## src/rtl/lebug_pkg.sv

```systemverilog
// lebug_pkg: shared pack-unit FSM states and default lane geometry
package lebug_pkg;
  localparam int N_DEF = 8;
  localparam int DATA_WIDTH_DEF = 32;
  typedef enum logic {EMPTY, FILLING} state_t;
endpackage

```

## src/rtl/vector_scalar_pack_unit.sv

```systemverilog
// vector_scalar_pack_unit: packs scalars into N-lane vectors, frame flush on eof; VSPU_ZERO_PAD_EN zeroes unused lanes
module vector_scalar_pack_unit
  import lebug_pkg::*;
#(
  parameter int N = N_DEF,
  parameter int DATA_WIDTH = DATA_WIDTH_DEF
) (
  input  logic                  clk,
  input  logic                  rst_n,
  input  logic                  valid_in,
  input  logic                  eof_in,
  input  logic [DATA_WIDTH-1:0] scalar_in,
  output logic                  valid_out,
  output logic [DATA_WIDTH-1:0] vector_out [N-1:0],
  output logic [$clog2(N):0]    count_out,
  output logic                  eof_out
);
  localparam int CW = $clog2(N) + 1;
  state_t state, state_nxt;
  logic [CW-1:0] cnt, cnt_nxt, cnt_acc;
  logic emit;
  logic [DATA_WIDTH-1:0] lane [N-1:0];
  logic [DATA_WIDTH-1:0] lane_nxt [N-1:0];
  logic [DATA_WIDTH-1:0] out_lane [N-1:0];
  always_comb begin
    cnt_acc = cnt + CW'(valid_in);
    emit = (valid_in && cnt == CW'(N - 1)) || (eof_in && (state == FILLING || valid_in));
    cnt_nxt = emit ? '0 : cnt_acc;
    state_nxt = (cnt_nxt == '0) ? EMPTY : FILLING;
  end
  // out_lane sees the scalar accepted this cycle, so the flush takes it too
  for (genvar g = 0; g < N; g++) begin : g_lane
    assign lane_nxt[g] = (valid_in && cnt == CW'(g)) ? scalar_in : lane[g];
`ifdef VSPU_ZERO_PAD_EN
    assign out_lane[g] = (CW'(g) < cnt_acc) ? lane_nxt[g] : '0;
`else
    assign out_lane[g] = lane_nxt[g];
`endif
  end
  always_ff @(posedge clk or negedge rst_n) begin
    if (!rst_n) begin
      state <= EMPTY;
      cnt <= '0;
      valid_out <= 1'b0;
      eof_out <= 1'b0;
      count_out <= '0;
      for (int i = 0; i < N; i++) begin
        lane[i] <= '0;
        vector_out[i] <= '0;
      end
    end else begin
      state <= state_nxt;
      cnt <= cnt_nxt;
      valid_out <= emit;
      for (int i = 0; i < N; i++) lane[i] <= lane_nxt[i];
      if (emit) begin
        eof_out <= eof_in;
        count_out <= cnt_acc;
        for (int i = 0; i < N; i++) vector_out[i] <= out_lane[i];
      end
    end
  end
endmodule

```

## config.mk

```make
export PLATFORM = sky130hd
export DESIGN_NAME = vector_scalar_pack_unit
export DESIGN_NICKNAME = d
export VERILOG_FILES = /design/src/rtl/lebug_pkg.sv /design/src/rtl/vector_scalar_pack_unit.sv
export SDC_FILE = /design/constraint.sdc
export NUM_CORES = 1
export LEC_CHECK = 0
export BUFFER_PORTS_ARGS = -buffer_cell sky130_fd_sc_hd__buf_4
export CORE_MARGIN = 8
export CORE_UTILIZATION = 62
export CTS_CLUSTER_SIZE = 8
export DETAILED_ROUTE_END_ITERATION = 7
export PLACE_DENSITY = 0.85
export SETUP_SLACK_MARGIN = 0.15
export SYNTH_ARGS = -nofsm -noshare
export SYNTH_HDL_FRONTEND = slang
export SYNTH_SLANG_ARGS = --single-unit
```

## constraint.sdc

```tcl
create_clock -name clk -period 3.5 [get_ports clk]
set_input_delay 0.7 -clock clk [delete_from_list [all_inputs] [get_ports clk]]
set_output_delay 0.7 -clock clk [all_outputs]
set_load 0.05 [all_outputs]
```

==> results of run 1 <==
## metal layers
| layer | GRT usage (%) | routed length, µm | up-vias |
|---|---|---|---|
| li1 | - | - | 7952 |
| met1 | 45.44 | 26780 | 9611 |
| met2 | 50.80 | 32990 | 1368 |
| met3 | 11.20 | 9444 | 287 |
| met4 | 23.59 | 5257 | 6 |
| met5 | 0 | 41 | - |
## state kept, by name, indices dropped and copies added, names as in the netlist
signal	flops
eof_out	1
cnt	4
lane	256
state	1
vector_out	256
count_out	4
valid_out	1
## final cells by class
| type | instances | share of cell area [%] |
|---|---|---|
| repair buffers | 336 | 10.59 |
| diodes | 3 | 0.02912 |
| inverters | 1 | 0.04368 |
| clock inverters | 2 | 0.06309 |
| multi-input cells | 1314 | 28.63 |
| well taps | 455 | 2.208 |
| flip-flops and latches | 523 | 50.76 |
| clock buffers | 79 | 7.668 |
## power by group through the flow
stage | clock network, W | logic (W) | registers, W
final | 0.00638 | 0.0133 | 0.0103
after detailed placement | 0 | 0.0131 | 0.0103
after floorplan | 0 | 0.00427 | 0.0146
after CTS | 0.00640 | 0.0132 | 0.0102
after global placement | 0 | 0.0127 | 0.0102
after global routing | 0.00668 | 0.0139 | 0.0105
## cell usage in the layout (no fill, tap or decap), types with 2 or more instances in the layout
master | synthesis | routed
dfrtp_1 | 523 | 523
buf_4 | 10 | 319
nand3_1 | 257 | 257
nand2_1 | 257 | 256
o21ai_0 | 234 | 234
a211oi_1 | 226 | 226
a31oi_1 | 225 | 225
clkbuf_16 | 0 | 79
o21ai_1 | 55 | 55
mux2i_1 | 32 | 32
buf_12 | 0 | 16
diode_2 | 0 | 3
nor2_1 | 4 | 3
nor2b_4 | 0 | 2
nand2b_2 | 0 | 2
and2_1 | 2 | 2
a21oi_1 | 2 | 2
mux2_2 | 2 | 2
ha_1 | 2 | 2
## worst paths after layout
path                                start              end  slack (ps)  cells past startpoint
worst min register to register  lane[109]        lane[109]         480                      2
worst max register to register     cnt[3]  vector_out[218]         990                      4
min in group clk                lane[109]        lane[109]         480                      2
worst max-delay path               cnt[3]  vector_out[218]         990                      4
worst min-delay path                rst_n  vector_out[111]         150                      1
max in group asynchronous           rst_n         lane[47]        2390                      3
## worst reg2reg max path: cells and delay by family, from the launching register on
| family | cells | cell delay, ps |
|---|---|---|
| AND/OR/NAND/NOR | 2 | 1230 |
| buffers and inverters | 1 | 550 |
| flip-flops | 1 | 420 |
| AO/OA/AOI/OAI | 1 | 240 |
## synth_stat cells, types with 3 or more instances
cell	count	area share (%)
dfrtp_1	523	61
nor2_1	4	0.069
a211oi_1	226	7.9
o21ai_0	234	5.4
buf_4	10	0.35
o21ai_1	55	1.3
nand2_1	257	4.5
mux2i_1	32	1.5
buf_6	20	1.0
nand2b_1	3	0.087
clkbuf_1	167	2.9
nand3_1	257	6.0
buf_2	42	0.97
buf_1	13	0.23
a31oi_1	225	6.5
## through the flow
stage                     hold WS (ps)  util, %
after floorplan                  404.4        -
after global placement           466.9    69.01
after detailed placement         472.6    69.01
after CTS                        159.1    74.80
after global routing             184.0    74.80
final                            145.2    74.82
## logic make-up (layout without fill, tap and decap cells)
logic type	count (synthesis)	in the layout
buffers and inverters	253	418
AOI/OAI and AO/OA	744	744
xor gates and xnor gates	2	2
muxes	34	34
adders and majority gates	2	2
DFF	523	523
and+or+nand+nor	532	532
other	0	3
==> flow_metrics.py, run 1 <==
metrics = {
    "die": {
        "core_area_um2": 34460,
        "die_w_um": 202.7,
        "dieHeight_um": 202.7,
        "pin_count": 298,
        "start_util_pct": 62.72,
        "num_rows": 68,
        "die-area_um2": 41090,
    },
    "pwr": {
        "clkPwrFrac_pct": 21.3,
        "swShare_pct": 45.78,
        "combPwrFrac_pct": 44.3,
        "p_total_w": 0.02996,
        "max-vdd-ir-drop_uv": 845.8,
        "power.density_nw_per_um2": 1162,
        "p_int_w": 0.01625,
        "seqPwrFrac_pct": 34.4,
        "p_sw_w": 0.01372,
        "p_leak_nw": 12.00,
    },
    "sta": {
        "fmax_ghz": 0.3978,
        "hold_viol": 0,
        "setup_slack_ps": 986.4,
        "relSlewSlack_pct": -0.2856,
        "fin_setup_tns_ps": 0,
        "period_minus_slack_ps": 2514,
        "maxSlewViolCount": 43,
        "fin_crit_sh_pct": 71.82,
        "tightest_slew_ps": 1504,
        "rsz0062_at_grt": "false",
        "setup_viol": 0,
        "fin_worst_skew_ps": 15.12,
    },
    "worst_hold_path": {
        "min_path_type": "in -> async",
    },
    "synthesis": {
        "synth.cell_area_um2": 21610,
        "synth_top_family_by_area": "compound AO/OA/AOI/OAI gates",
        "synthSimpleGateAreaFrac_pct": 10.94,
        "syn_nets": 2128,
        "ys_ff_latch": 523,
        "synth_area_per_cell_um2": 10.34,
        "yosysWarnings": 0,
        "synth.distinct_cells": 32,
        "synth_edf_count": 0,
        "synth.area.mux_share_pct": 1.586,
        "synth_ff_type": "dfrtp_1",
        "syn-instance-count": 2090,
        "synth_fa_ha_area_share_pct": 0.1158,
        "ys_seq_area_share_pct": 60.56,
        "yosys.area_share.xor_xnor_pct": 0.08106,
        "synth_compound_area_share_pct": 21.21,
        "synthArstFlopShare_pct": 100.0,
    },
    "cells_and_area": {
        "final_nets": 2289,
        "multi_input_area_um2": 7382,
        "area_growth_pct": 19.30,
        "design_area_um2": 25780,
        "finalNonFillerCells": 2713,
        "drive_gt1_share_pct": 19.25,
        "regArea_um2": 13090,
        "fillers": 2228,
    },
    "worst_setup_path": {
        "worstPathRequired_ps": 3980,
        "critPathCaptureType": "flop",
        "critPathBufInv": 1,
        "path_cells": "and3b_4 > buf_12 > nand3_1 > a31oi_1",
        "crit_path_top_delay_cell": "buf_12",
        "crit_type": "reg -> reg",
        "max_stage_delay_ps": 550,
        "crit_fanout": 255,
        "crit_family": "simple AND/OR/NAND/NOR gates",
        "critPathArrivalTime_ps": 2990,
        "worstSetupStartpointType": "flop",
    },
    "cts": {
        "htree_levels": 3,
        "cts_buffers": 75,
        "clock_latency_ps": 570,
        "cts_tree": "done",
        "clkSlewWorstSetupHoldPaths_ps": 50,
        "clk_path_buf_depth": 3,
        "clock_sinks": 523,
        "cts_hold_buffers": 0,
        "cts_setup_buffers": 0,
        "cts_resized": 0,
        "root_buffer": "clkbuf_16",
    },
    "status": {
        "status": "finished, violations left",
        "violations": "DRC, slew limit",
    },
    "run": {
        "drv_cap": 0,
    },
    "placed_design": {
        "gp_congestion": 0.8060,
        "dp_cells": 2629,
        "place.port_buffers": 297,
        "dpl_worst_slack_ps": 713.7,
        "postPlaceCellArea_um2": 23780,
        "hpwl_um": 41710,
    },
    "global_route": {
        "grt_max_degree": 256,
        "track_usage_pct": 35.26,
        "grt_pass1_vias": 19390,
        "antenna_found_initial": 3,
        "overflow": 0,
        "grt_pass1_wl_um": 113600,
    },
    "route": {
        "wire_per_inst_um": 27.46,
        "drtIter0Drc": 2705,
        "remaining_drc_errors": 1,
        "wirelength_um": 74510,
        "drt_pre_antenna_iters": 8,
        "vias_per_cell": 7.086,
        "ant_nets": 0,
        "num_vias": 19220,
    },
}
(Power assumes the default switching activity.)
==> inputs of run 2 (changes only) <==
--- a/config.mk
+++ b/config.mk
@@ -7,10 +7,10 @@
 export LEC_CHECK = 0
 export BUFFER_PORTS_ARGS = -buffer_cell sky130_fd_sc_hd__buf_4
 export CORE_MARGIN = 8
-export CORE_UTILIZATION = 62
+export CORE_UTILIZATION = 52
 export CTS_CLUSTER_SIZE = 8
 export DETAILED_ROUTE_END_ITERATION = 7
-export PLACE_DENSITY = 0.85
+export PLACE_DENSITY = 0.76
 export SETUP_SLACK_MARGIN = 0.15
 export SYNTH_ARGS = -nofsm -noshare
 export SYNTH_HDL_FRONTEND = slang
==> constraint.sdc (replaced) <==
create_clock -name clk -period 2.1 [get_ports clk]
set_input_delay 0.42 -clock clk [delete_from_list [all_inputs] [get_ports clk]]
set_output_delay 0.42 -clock clk [all_outputs]
set_load 0.05 [all_outputs]
==> run 2 against run 1 <==
The flow now finishes without violations. Total power rose by 67%. Die area rose by 18%. Global-route usage fell by 4.5 points. Register-to-register slack got worse by 760 ps. Sequential cell count did not move. Clock power rose by 65%. First-iteration DRC count rose by 2.3%. Maximum frequency rose by 34%. Via count fell by 1.0%. Clock skew barely moved. Core utilization fell by 11 points. Cell area rose by 1.5%.
==> flow_metrics.py, run 2 (same netlist as run 1, synthesis figures left out) <==
metrics = {
    "sta": {
        "setup_viol": 0,
        "period_minus_slack_ps": 1876,
        "fin_crit_sh_pct": 89.32,
        "setup_slack_ps": 224.2,
        "fmax_ghz": 0.5331,
        "fin_worst_skew_ps": 15.37,
        "fin_setup_tns_ps": 0,
        "rsz0062_at_grt": "false",
        "hold_viol": 0,
        "tightest_slew_ps": 660.9,
        "maxSlewViolCount": 0,
        "relSlewSlack_pct": 55.94,
    },
    "cells_and_area": {
        "final_common_cell": "dfrtp_1",
        "reg_top3": "lane x256, vector_out x256",
        "final_util_pct": 63.97,
        "mostFrequentLayoutCells": "522 x dfrtp_1, 332 x buf_4, 257 x nand3_1",
        "drive_gt1_share_pct": 20.10,
        "final_nets": 2314,
        "area_growth_pct": 21.14,
    },
    "cts": {
        "clkSlewWorstSetupHoldPaths_ps": 50,
        "root_buffer": "clkbuf_16",
        "cts_tree": "done",
        "htree_levels": 3,
        "cts_buffers": 75,
        "clock_sinks": 523,
        "clk_path_buf_depth": 3,
        "clock_latency_ps": 580,
    },
    "die": {
        "core_area_um2": 40920,
        "num_rows": 74,
        "die-area_um2": 48340,
        "start_util_pct": 52.81,
        "pin_count": 298,
        "dieHeight_um": 219.9,
        "die_w_um": 219.9,
    },
    "pwr": {
        "p_leak_nw": 12.15,
        "p_sw_w": 0.02284,
        "seqPwrFrac_pct": 34.3,
        "p_int_w": 0.02713,
        "max-vdd-ir-drop_uv": 1358,
        "combPwrFrac_pct": 44.6,
        "power.density_nw_per_um2": 1909,
        "swShare_pct": 45.70,
        "clkPwrFrac_pct": 21.1,
    },
    "route": {
        "vias_per_cell": 6.761,
        "wire_per_inst_um": 27.22,
        "ant_nets": 0,
        "drt_pre_antenna_iters": 6,
        "drtIter0Drc": 2768,
        "num_vias": 19030,
        "wirelength_um": 76620,
        "remaining_drc_errors": 0,
    },
    "worst_setup_path": {
        "critPathArrivalTime_ps": 2310,
        "rr_startpoint": "cnt[2]",
        "critPathBufInv": 1,
        "critPathCaptureType": "flop",
        "crit_fanout": 50,
        "max_stage_delay_ps": 570,
        "crit_path_top_delay_cell": "or3b_4",
        "path_cells": "or3b_4 > buf_12 > o21ai_0 > a31oi_1",
        "rr_worst_depth": 4,
        "worstSetupStartpointType": "flop",
        "worstPathRequired_ps": 2530,
        "rrSetupSlack_ps": 220,
        "reg2reg_to": "vector_out[10]",
        "crit_family": "simple AND/OR/NAND/NOR gates",
        "crit_type": "reg -> reg",
    },
    "worst_hold_path": {
        "holdCritStartpoint": "scalar_in[31]",
        "min_delay_path_depth": 3,
        "min_path_type": "in -> reg",
        "hold_end": "lane[223]",
    },
    "run": {
        "drv_cap": 0,
    },
    "placed_design": {
        "gp_congestion": 0.8185,
        "place.port_buffers": 297,
        "dpl_worst_slack_ps": 234.0,
        "hpwl_um": 43710,
    },
    "global_route": {
        "overflow": 0,
        "grt_max_degree": 138,
        "antenna_found_initial": 2,
        "grt_pass1_wl_um": 114700,
        "track_usage_pct": 30.81,
        "grt_pass1_vias": 19080,
    },
    "status": {
        "status": "finished clean",
    },
}
## run 2: changes by cell type in the layout (fill, tap and decap cells not counted)
cell	previous run	this run
buf_12	16	25
diode_2	3	4
dlygate4sd3_1	0	1
o21ai_1	55	56
dfrtp_1	523	522
inv_6	1	2
dfrtp_2	0	1
buf_4	319	332
clkbuf_16	79	78
o21ai_0	234	233
buf_16	0	1
## run 2: tightest hold or removal path, stage by stage
cell and delay (ps):
buf_4 170, nand3_1 100, nand2_1 50
## run 2: what timing repair did
item,4_1_cts,5_1_grt
hold buffers,1,0
setup buffers,0,0
hold endpoints to repair,28,0
setup endpoints to repair,0,50
gates resized for setup,0,3
## run 2: power groups by stage
stage	Clock (W)	Combinational, W	Sequential, W
after CTS	0.0106	0.0222	0.0171
after detailed placement	0	0.0221	0.0171
final	0.0105	0.0223	0.0171
after global placement	0	0.0216	0.0170
after floorplan	0	0.00711	0.0243
after global routing	0.0110	0.0235	0.0175
## run 2: per-stage QoR
stage	cell area [µm²]	hold WS, ps	cells	total power [W]
floorplan	21610	124.4	2090	0.03144
global route	26170	211.8	2812	0.05205
finish	26180	205.6	2815	0.04997
CTS	26140	182.6	2810	0.04987
detailed placement	24170	358.9	2729	0.03919
global placement	24170	358.9	2729	0.03852
## run 2: metal layers
metal	wire length (µm)	track usage, %	up-vias
met3	8308	8.776	226
met4	4198	17.52	2
met1	29360	40.65	9617
met5	9	0	-
li1	-	-	7976
met2	34740	45.38	1211
## run 2: worst max path at each step
stage                                 end  slack, ps  depth (start not counted)     start
after floorplan            vector_out[36]        550                          5    cnt[2]
after global placement    vector_out[112]        270                          5  valid_in
after detailed placement   vector_out[59]        230                          5  valid_in
after CTS                 vector_out[123]        220                          4    cnt[0]
after global routing      vector_out[111]        150                          4    cnt[2]
final                      vector_out[10]        220                          4    cnt[2]
## run 2: area by class of cell
type / instances / area (µm²)
multi-input combinational: 1314 / 7382
timing repair buffer: 361 / 3070
sequential: 523 / 13090
clock inverter: 3 / 25.02
fill: 3184 / 14740
inverter: 1 / 11.26
tap: 532 / 665.6
clock buffer: 77 / 1927
antenna: 4 / 10.01
